===== config.mk =====
export PLATFORM = sky130hd
export DESIGN_NAME = a_bus_src_regs
export DESIGN_NICKNAME = d
export VERILOG_FILES = /design/src/rtl/a_bus_src_regs.sv
export SDC_FILE = /design/constraint.sdc
export NUM_CORES = 1
export LEC_CHECK = 0
export ABC_CLOCK_PERIOD_IN_PS = 2950
export CAP_MARGIN = 10
export CORE_MARGIN = 2
export CORE_UTILIZATION = 45
export DETAILED_ROUTE_END_ITERATION = 7
export GPL_TIMING_DRIVEN = 1
export MAX_ROUTING_LAYER = met4
export PLACE_DENSITY = 0.83
export SYNTH_ARGS = -nofsm -noshare
export SYNTH_HDL_FRONTEND = slang
export SYNTH_SLANG_ARGS = --single-unit

===== constraint.sdc =====
create_clock -name clk -period 2.95 [get_ports clk]
set_clock_uncertainty 0.05 [all_clocks]
set_input_delay 0.295 -clock clk [delete_from_list [all_inputs] [get_ports clk]]
set_output_delay 0.295 -clock clk [all_outputs]
set_load 0.02 [all_outputs]

===== src/rtl/a_bus_src_regs.sv =====
// -----------------------------------------------------------------------------
// a_bus_src_regs
//
// Upstream source stage for the A-bus OR-combiner. Holds eight general
// registers (R0-R7) and one immediate latch (IMM). Each register drives its own
// gated output (drv0..drv8 -> combiner in0..in8). Only the source picked by
// a_sel is passed; all other outputs are forced to zero, so the OR-bus carries
// exactly the selected value.
//
// Ports:
//   clk       - system clock, all state changes on the rising edge
//   rst_n     - synchronous active-low reset
//   wr_en     - register write strobe
//   wr_addr   - destination register index 0-7
//   wr_data   - register write data
//   imm_ld    - immediate latch load strobe
//   imm_data  - immediate value
//   a_sel     - A-bus source select: 0-7 = R0-R7, 8 = IMM, 9-15 = none
//   drv0..7   - gated R0..R7 toward A-bus in0..in7
//   drv8      - gated IMM toward A-bus in8
//   sel_err   - sticky flag, set after any cycle with a_sel in 9-15,
//               cleared only by reset
//
// Build option:
//   A_BUS_SRC_BYPASS_EN - when defined, a write or immediate load to the
//   currently selected source is forwarded combinationally to its output
//   (suppressed while rst_n is low). When undefined, the output shows the
//   stored (old) value until the edge after the write.
// -----------------------------------------------------------------------------
module a_bus_src_regs #(
  parameter int               WIDTH     = 16,
  parameter logic [WIDTH-1:0] RESET_VAL = {WIDTH{1'b0}}
) (
  input  logic             clk,
  input  logic             rst_n,
  input  logic             wr_en,
  input  logic [2:0]       wr_addr,
  input  logic [WIDTH-1:0] wr_data,
  input  logic             imm_ld,
  input  logic [WIDTH-1:0] imm_data,
  input  logic [3:0]       a_sel,
  output logic [WIDTH-1:0] drv0,
  output logic [WIDTH-1:0] drv1,
  output logic [WIDTH-1:0] drv2,
  output logic [WIDTH-1:0] drv3,
  output logic [WIDTH-1:0] drv4,
  output logic [WIDTH-1:0] drv5,
  output logic [WIDTH-1:0] drv6,
  output logic [WIDTH-1:0] drv7,
  output logic [WIDTH-1:0] drv8,
  output logic             sel_err
);

  localparam logic [3:0] SEL_IMM = 4'd8;

  logic [WIDTH-1:0] regs_r [0:7];
  logic [WIDTH-1:0] imm_r;
  logic             sel_err_r;

  // Source value seen by each output gate (index 8 is the immediate).
  logic [WIDTH-1:0] src_s [0:8];
  logic [WIDTH-1:0] drv_s [0:8];
  logic             sel_bad_s;

  assign sel_bad_s = (a_sel > SEL_IMM);

  // Register file, immediate latch and sticky select-error flag.
  always_ff @(posedge clk) begin
    if (!rst_n) begin
      for (int i = 0; i < 8; i++) begin
        regs_r[i] <= RESET_VAL;
      end
      imm_r     <= RESET_VAL;
      sel_err_r <= 1'b0;
    end else begin
      if (wr_en) begin
        regs_r[wr_addr] <= wr_data;
      end
      if (imm_ld) begin
        imm_r <= imm_data;
      end
      // Set-only: the flag can be cleared by reset alone.
      if (sel_bad_s) begin
        sel_err_r <= 1'b1;
      end
    end
  end

  genvar g;
  generate
    for (g = 0; g < 8; g++) begin : g_reg_src
`ifdef A_BUS_SRC_BYPASS_EN
      // Write-through: a write to register g this cycle is shown immediately,
      // except in a reset cycle where the write is discarded.
      assign src_s[g] = (rst_n && wr_en && (wr_addr == 3'(g))) ? wr_data : regs_r[g];
`else
      assign src_s[g] = regs_r[g];
`endif
    end

    for (g = 0; g < 9; g++) begin : g_gate
      // Only the selected source passes; every other output is held at zero,
      // which guarantees the one-hot property on the OR-bus.
      assign drv_s[g] = (a_sel == 4'(g)) ? src_s[g] : {WIDTH{1'b0}};
    end
  endgenerate

`ifdef A_BUS_SRC_BYPASS_EN
  assign src_s[8] = (rst_n && imm_ld) ? imm_data : imm_r;
`else
  assign src_s[8] = imm_r;
`endif

  assign drv0    = drv_s[0];
  assign drv1    = drv_s[1];
  assign drv2    = drv_s[2];
  assign drv3    = drv_s[3];
  assign drv4    = drv_s[4];
  assign drv5    = drv_s[5];
  assign drv6    = drv_s[6];
  assign drv7    = drv_s[7];
  assign drv8    = drv_s[8];
  assign sel_err = sel_err_r;

endmodule


==> impl_metrics.ini <==
[critical_path]
crit_required_ns = 2.61
worst-endpoint-arrival_ns = 2.40
worstPathMaxFanout = 16
path_class = primary input to output port
startpoint_type = primary input
critPathTopFamily = buffers and inverters
crit_top_cell = clkdlybuf4s50_1
crit_buf_inv = 3
cpMaxStageDelayCell = clkdlybuf4s50_1
cp_slowest_stage_delay_ns = 0.71
path_cells = clkdlybuf4s50_1, nor4b_4, buf_4, and2_1, clkdlybuf4s50_1
end_kind = output port

[global_routing]
busiest_layer = met2
grt_pass1_vias = 4854
grt-ovfl-total = 0
met3_usage_pct = 4.92
grt_pass1_wl_mm = 26.2
gr-usage-met1_pct = 27.5
grt_usage_pct = 22.6
antenna_found_initial = 0
grt_max_degree = 42
use_met2_pct = 36.9

[clocking]
post_cts_buffers = 0
htree_levels = 4
cts_tree = done
ctsLongestPathBuffers = 2
holdBufCountCts = 0
clk_pin_slew_ns = 0.06
clock-sinks = 145
numCtsBuffers = 17
ctsRootBufferMaster = clkbuf_16
ctsResizeCount = 0
clkLatencyLatePin_ns = 0.42

[timing]
final_max_slew_viol_count = 0
fmax_mhz = 364
period_share_pct = 93.2
tns_ns = 0
tightest_slew_ns = 0.914
report.final.hold_viol_count = 0
rsz0062_at_grt = no
min_period_ns = 2.75
relSlewSlack_pct = 38.8
finalSetupViolations = 0

[detailed_routing]
wl_mm = 16.9
first_iter_violations = 474
vias_per_cell = 5.19
drtPass1Iterations = 5
wl_per_cell_um = 18.1
antenna_left = 0
drc = 0
num_vias = 4852

[synth]
ys_types = 23
synth_top_area_share_pct = 58.3
synth_seq_area_share_pct = 63.5
ys_warn_count = 0
syn_inst = 550
synth_area_leaders = edfxtp_1, and2_1, nor2_1
ys_async_sr_fraction_pct = 0
ys_ff_latch = 145
syn_area_sq_um = 6590
synth_enable_flop_cells = 128
syn_nets = 593
synthFlopType = edfxtp_1
yosys.area.top_type = edfxtp_1
avgSynthCellArea_sq_um = 12.0

[final_layout]
insertedDiodeCount = 0
final_cell_area_sq_um = 9250
fin_cells = 934
mostFrequentLayoutCells = clkdlybuf4s50_1, nor2_1, and2_1, edfxtp_1, buf_4
layout_commonest_cell = clkdlybuf4s50_1
post-route-util_pct = 64.1
drive_above_1_share_pct = 10.9
area_growth_pct = 40.3
nNetsFinal = 780

[power_and_ir_drop]
ir_drop_mv = 0.324
seq_power_share_pct = 47.7
p_comb_share_pct = 8.1
p_sw_mw = 1.09
p_total_mw = 5.04
intPower_mw = 3.95
powerDensity_nw_per_um2 = 545
clockPowerShare_pct = 44.2
p_leak_nw = 3.31
p_sw_share_pct = 21.7

[floorplanning]
ios = 188
core_sq_um = 14400
start_util_pct = 45.7
rows = 44
fp.dieH_um = 125
die_width_um = 125
die_area_sq_um = 15600

[placed_design]
dpl_cell_area_sq_um = 8620
place_congestion = 0.851
hpwl_mm = 12.0
dp.cells = 902
io_buffers = 187

[worst_hold_path]
worstHoldPathType = primary input to register

[job]
drv_cap = 0

[run_status]
status = finished clean
-- power groups by stage --
| stage | clock network (mW) | logic, mW | registers [mW] |
|---|---|---|---|
| 6_report | 2.23 | 0.411 | 2.40 |
| 5_1_grt | 2.31 | 0.440 | 2.42 |
| 4_1_cts | 2.23 | 0.413 | 2.41 |
| 3_5_place_dp | 0 | 0.410 | 2.44 |
| 3_3_place_gp | 0 | 0.397 | 2.44 |
| 2_1_floorplan | 0 | 0.226 | 2.43 |
-- worst reg2reg max path, stage by stage, from the launching register on --
cell and delay (ns):
dfxtp_1 0.32, nor4_1 0.27, nor2_1 0.08
-- routing by layer --
metal	share of wire, %	wire length, um	vias to the layer above
met5	0	0	-
met4	2.9	496	0
met3	7.5	1260	37
met2	49	8340	257
met1	40	6760	2314
li1	-	-	2244
-- cell usage after synthesis, types with 3 or more instances --
cell type,n
nor2_1,129
and2_1,128
edfxtp_1,128
dfxtp_1,17
and2_2,16
mux2i_1,16
nand4_1,16
nand4b_1,16
nor2b_1,16
buf_2,15
clkbuf_1,14
o21ai_0,9
buf_6,8
clkbuf_2,4
nor4b_4,4
and4bb_2,3
nand2b_1,3
-- area by class of cell --
class                           count  area, sq um
Sequential cell                   145         4180
Multi-Input combinational cell    362         2150
Clock inverter                      4         26.3
Tap cell                          184          230
Clock buffer                       28          606
Timing Repair Buffer              211         2050
Fill cell                        1103         5180
-- through the flow --
step	setup slack (ns)	hold WS [ns]
2_1_floorplan	0.571	0.414
3_3_place_gp	0.246	0.441
3_5_place_dp	0.184	0.444
4_1_cts	0.172	0.395
5_1_grt	0.0664	0.449
6_report	0.201	0.416
-- state kept, by name, summed over array words and instances (netlist names) --
register and count:
imm_r 16, sel_err 1, regs_r 128
-- kinds of logic (layout without fill, tap and decap cells) --
logic type / count (synthesis) / count (layout) / synth area share, %
multiplexers: 16 / 16 / 2.43
AO/OA/AOI/OAI: 9 / 9 / 0.683
flip-flops: 145 / 145 / 63.5
buffers and inverters: 43 / 243 / 3.83
AND/OR/NAND/NOR: 337 / 337 / 29.6
-- path summary, 6_finish.rpt --
path              from        end  slack [ns]  cells past startpoint
max           a_sel[3]   drv8[12]        0.20                      5
min              rst_n    sel_err        0.42                      3
max reg2reg    sel_err    sel_err        2.12                      2
min reg2reg  imm_r[13]  imm_r[13]        0.46                      2
(Power assumes the default switching activity.)
